--- src/rtl/dp_ir_reg.sv ---
// Debug-port instruction register: IR shift chain, update latch, registered
// data-register select decode and sticky EJTAG boot request.
module dp_ir_reg #(
  parameter int unsigned WIDTH      = 5,
  parameter logic [31:0] RST_INSTR  = 32'h0000_0001,
  parameter bit          UNK_BYPASS = 1'b0
) (
  input  logic             tck,
  input  logic             trst_n,
  input  logic             tlr,
  input  logic             capture_ir,
  input  logic             shift_ir,
  input  logic             update_ir,
  input  logic             tdi,
  output logic             tdo_ir,
  output logic [WIDTH-1:0] ir,
  output logic [3:0]       sel,
  output logic             ir_upd,
  output logic             ir_illegal,
  output logic             ejtag_boot
);

  localparam logic [WIDTH-1:0] CodeIdcode     = WIDTH'(8'h01);
  localparam logic [WIDTH-1:0] CodeSample     = WIDTH'(8'h02);
  localparam logic [WIDTH-1:0] CodeImpcode    = WIDTH'(8'h03);
  localparam logic [WIDTH-1:0] CodeAddress    = WIDTH'(8'h08);
  localparam logic [WIDTH-1:0] CodeData       = WIDTH'(8'h09);
  localparam logic [WIDTH-1:0] CodeControl    = WIDTH'(8'h0A);
  localparam logic [WIDTH-1:0] CodeEjtagBoot  = WIDTH'(8'h0C);
  localparam logic [WIDTH-1:0] CodeNormalBoot = WIDTH'(8'h0D);

  localparam logic [3:0] SelIdcode  = 4'd0;
  localparam logic [3:0] SelImpcode = 4'd1;
  localparam logic [3:0] SelAddress = 4'd2;
  localparam logic [3:0] SelData    = 4'd3;
  localparam logic [3:0] SelControl = 4'd4;
  localparam logic [3:0] SelBoot    = 4'd5;
  localparam logic [3:0] SelBypass  = 4'd6;
  localparam logic [3:0] SelSample  = 4'd7;
  localparam logic [3:0] SelAny     = 4'd8;

  // 1149.1 requires the two LSBs captured as 01; the rest are zero here.
  localparam logic [WIDTH-1:0] CapPattern = WIDTH'(1);
  localparam logic [WIDTH-1:0] RstCode    = RST_INSTR[WIDTH-1:0];

  // Returns {illegal, sel}.
  function automatic logic [4:0] decode(input logic [WIDTH-1:0] code);
    logic [3:0] s;
    logic       ill;
    ill = 1'b0;
    case (code)
      CodeIdcode:     s = SelIdcode;
      CodeImpcode:    s = SelImpcode;
      CodeAddress:    s = SelAddress;
      CodeData:       s = SelData;
      CodeControl:    s = SelControl;
      CodeEjtagBoot:  s = SelBoot;
      CodeNormalBoot: s = SelBypass;
      CodeSample:     s = SelSample;
      default: begin
        if (&code) begin
          s = SelBypass;
        end else begin
          ill = 1'b1;
          s   = UNK_BYPASS ? SelBypass : SelAny;
        end
      end
    endcase
    return {ill, s};
  endfunction

  localparam logic [4:0] RstDecode = decode(RstCode);

  logic [WIDTH-1:0] sr_q, sr_d;
  logic [WIDTH-1:0] ir_q, ir_d;
  logic [3:0]       sel_q, sel_d;
  logic             illegal_q, illegal_d;
  logic             upd_q, upd_d;
  logic             boot_q, boot_d;

  // Priority: tlr > update > capture > shift; lower strobes are dropped.
  always_comb begin
    sr_d   = sr_q;
    ir_d   = ir_q;
    upd_d  = 1'b0;
    boot_d = boot_q;
    if (tlr) begin
      ir_d  = RstCode;
      sr_d  = CapPattern;
      upd_d = 1'b1;
    end else if (update_ir) begin
      ir_d  = sr_q;
      upd_d = 1'b1;
      if (sr_q == CodeEjtagBoot) begin
        boot_d = 1'b1;
      end else if (sr_q == CodeNormalBoot) begin
        boot_d = 1'b0;
      end
    end else if (capture_ir) begin
      sr_d = CapPattern;
    end else if (shift_ir) begin
      sr_d = {tdi, sr_q[WIDTH-1:1]};
    end
    // Decode the next instruction so sel lands in the same cycle as ir.
    {illegal_d, sel_d} = decode(ir_d);
  end

  always_ff @(posedge tck) begin
    if (!trst_n) begin
      sr_q      <= CapPattern;
      ir_q      <= RstCode;
      sel_q     <= RstDecode[3:0];
      illegal_q <= RstDecode[4];
      upd_q     <= 1'b0;
      boot_q    <= 1'b0;
    end else begin
      sr_q      <= sr_d;
      ir_q      <= ir_d;
      sel_q     <= sel_d;
      illegal_q <= illegal_d;
      upd_q     <= upd_d;
      boot_q    <= boot_d;
    end
  end

  assign tdo_ir     = sr_q[0];
  assign ir         = ir_q;
  assign sel        = sel_q;
  assign ir_upd     = upd_q;
  assign ir_illegal = illegal_q;
  assign ejtag_boot = boot_q;

endmodule

--- config.mk ---
export PLATFORM = sky130hd
export DESIGN_NAME = dp_ir_reg
export DESIGN_NICKNAME = d
export VERILOG_FILES = /design/src/rtl/dp_ir_reg.sv
export SDC_FILE = /design/constraint.sdc
export NUM_CORES = 1
export LEC_CHECK = 0
export CORE_ASPECT_RATIO = 0.7
export CORE_MARGIN = 2
export CORE_UTILIZATION = 37
export CTS_BUF_LIST = sky130_fd_sc_hd__clkbuf_4 sky130_fd_sc_hd__clkbuf_8
export DETAILED_ROUTE_END_ITERATION = 6
export PLACE_DENSITY = 0.61
export SYNTH_ARGS = -nofsm -noshare
export SYNTH_HDL_FRONTEND = slang
export SYNTH_SLANG_ARGS = --single-unit
--- constraint.sdc ---
create_clock -name tck -period 2.06 [get_ports tck]
set_input_delay 0.618 -clock tck [delete_from_list [all_inputs] [get_ports tck]]
set_output_delay 0.618 -clock tck [all_outputs]
set_load 0.005 [all_outputs]
==> summary.md <==
| Metric | Value |
|---|---|
| Critical path startpoint category | primary input |
| Routed vias/inst | 5.315 |
| Post-synth top flop | dfxtp_1 |
| WL final | 2.302 mm |
| Max VDD drop | 0.2299 mV |
| Row Count | 15 |
| Area contributors post-synth | dfxtp_1 (37%), nor2_1 (5.3%), mux2i_1 (4.4%) |
| Final #Nets | 139 |
| Initial Util | 37.97% |
| Yosys top cell by area | dfxtp_1 |
| DR WL/cell | 13.95 um |
| Number of global-route vias before repair | 806 |
| Dpl hpwl | 1.710 mm |
| Final GP Congestion | 0.8243 |
| All-Layer GR Usage | 17.83% |
| Clock Tree Buf Depth | 2 |
| PnR worst setup slack | 0.07416 ns |
| Fin crit share | 96.40% |
| Layout cell share with drive strength beyond 1 | 19.85% |
| Post-layout min period | 1.986 ns |
| Number of port buffers | 19 |
| Synthesized flop and latch total | 17 |
| Final-report hold violation count | 0 |
| Leakage | 0.4763 nW |
| Required time worst endpoint | 2.25 ns |
| Seq/Total Area, Yosys | 37.31% |
| Diode count | 0 |
| CTS tree | yes |
| Die area | 0.002885 sq mm |
| # hold bufs at CTS | 0 |
| Slew margin rel. | 75.25% |
| CP Class | in2reg |
| Number of DRC markers in iteration 0 | 64 |
| Final setup fails | 0 |
| CP endpoint kind | flip-flop |
| Placeable Area | 0.002402 sq mm |
| DRT Pass-1 Iters | 4 |
| Layout area overhead | 38.68% |
| Global route overflow | 0 |
| CTS sink cnt | 17 |
| Worst hold path type | reg2reg |
| Cts repair resizes | 0 |
| IO Pins | 20 |
| Die H | 45.54 um |
| Share of the synthesized area in the top cell type | 37.31% |
| Commonest cells post-synth | dfxtp_1 (17), nor2_1 (13) |
| H-tree levels | 1 |
| Fmax | 0.5036 GHz |
| Largest net degree at the start of global routing | 19 |
| DR DRC count | 0 |
| Die width | 63.35 um |
| Vias | 877 |
| CTS clock-pin slew for the worst setup and hold paths | 0.10 ns |
| Number of synthesized flops with an enable pin | 0 |
| Initial antenna violation count | 0 |
| Post-CTS Repair Setup Buffers | 0 |
| Syn avg cell area | 9.403 sq um |
| Syn_nets | 104 |
| Slew Limit Fails | 0 |
| Async SR Flop Fraction | 0% |
| Pre-CTS setup slack | -0.2307 ns |
| Ys Warns | 0 |
| Finished Core Util | 52.66% |
| Count leader, synth | dfxtp_1 |
| Least-Margin Pin Slew | 0.3705 ns |
| Crit-path max FO | 10 |
| Syn Inst Count | 97 |
| Mapped cell area | 912.1 sq um |
| Clock Latency Late Sink | 0.28 ns |
| RSZ-0062 raised after global routing | false |
| Max Cap Viol | 0 |
| Synth unique cells | 40 |
| Total CTS buffers | 3 |
| Status | finished, final reports clean |
| Post-route ant nets | 0 |
| Crit path arrival time | 2.17 ns |
| Root buf cell | clkbuf_4 |
| Clock Skews | 0.001792 ns |
| Power Density | 485.0 mW/mm^2 |
| Global-route wire length before repair | 3.822 mm |
==> cells by family after synthesis <==
kind of cell | synth area share [%]
buffers and inverters | 6.309
flip-flops | 37.31
AND/OR/NAND/NOR | 24.69
multiplexers | 6.859
AO/OA/AOI/OAI | 24.83
==> worst max-delay path: stages <==
cell	delay [ns]
clkdlybuf4s50_1	0.46
buf_4	0.20
and2b_4	0.18
a31oi_2	0.11
o32a_1	0.37
o221a_1	0.24
==> path summary, 6_finish.rpt <==
| path | startpoint | endpoint | slack [ns] | cells past startpoint |
|---|---|---|---|---|
| worst min register to register | ejtag_boot | ejtag_boot | 0.54 | 2 |
| worst min-delay path | ejtag_boot | ejtag_boot | 0.54 | 2 |
| worst max register to register | ir[3] | sel[3] | 0.58 | 4 |
| worst max-delay path | update_ir | sel[3] | 0.07 | 6 |
==> per-layer routing <==
metal	vias up	track usage, %	routed length [um]
met4	0	3.913	13
li1	435	-	-
met5	-	0	0
met1	410	24.74	1093
met3	2	6.188	191
met2	30	26.95	1003
==> cell usage in the layout, fill, tap and decap left out, drive strengths merged <==
cell type      instances
clkdlybuf4s50         19
dfxtp                 17
buf                   17
nor2                  13
mux2i                  5
nor2b                  4
nor3                   4
a21oi                  4
nand2                  4
clkbuf                 4
o31ai                  3
a22oi                  3
a31oi                  3
and2                   2
and3b                  2
inv                    2
a32oi                  2
nand2b                 2
o21a                   2
o221a                  2
a211oi                 2
nor3b                  2
and2b                  1
and4bb                 1
o32a                   1
nor4b                  1
nand4                  1
nor4                   1
o31a                   1
a211o                  1
a32o                   1
a2111o                 1
o21bai                 1
o21ai                  1
nor4bb                 1
==> final cells by class <==
cell class	count	area, sq um
fill	247	1137
multi-input combinational	72	514.2
sequential	17	340.3
timing repair buffer	36	330.3
tap	34	42.54
clock buffer	4	30.03
inverter	2	7.507
==> through the flow <==
step           cells  hold WS, ns  total power [W]  setup TNS, ns  instance area, sq um
6_report         165       0.5414        0.0006135              0                  1265
5_1_grt          165       0.5792        0.0006462              0                  1265
4_1_cts          165       0.5506        0.0006261              0                  1265
3_5_place_dp     161       0.5168        0.0004302         -1.081                  1235
3_3_place_gp     161       0.5101        0.0004296         -1.028                  1235
2_1_floorplan     97       0.5111        0.0003896              0                 912.1
==> power breakdown <==
part | internal, W | total (W) | switching [W]
Combinational | 0.0000494 | 0.0000871 | 0.0000377
Sequential | 0.000333 | 0.000336 | 0.00000270
Clock | 0.0000884 | 0.000191 | 0.000102
Total | 0.000471 | 0.000613 | 0.000143
==> flip-flops by register name, summed over array words and instances, names as in the netlist <==
signal      flops
ir              5
sr_q            5
sel             4
ejtag_boot      1
ir_illegal      1
ir_upd          1
Power figures use the tool's default switching activity.
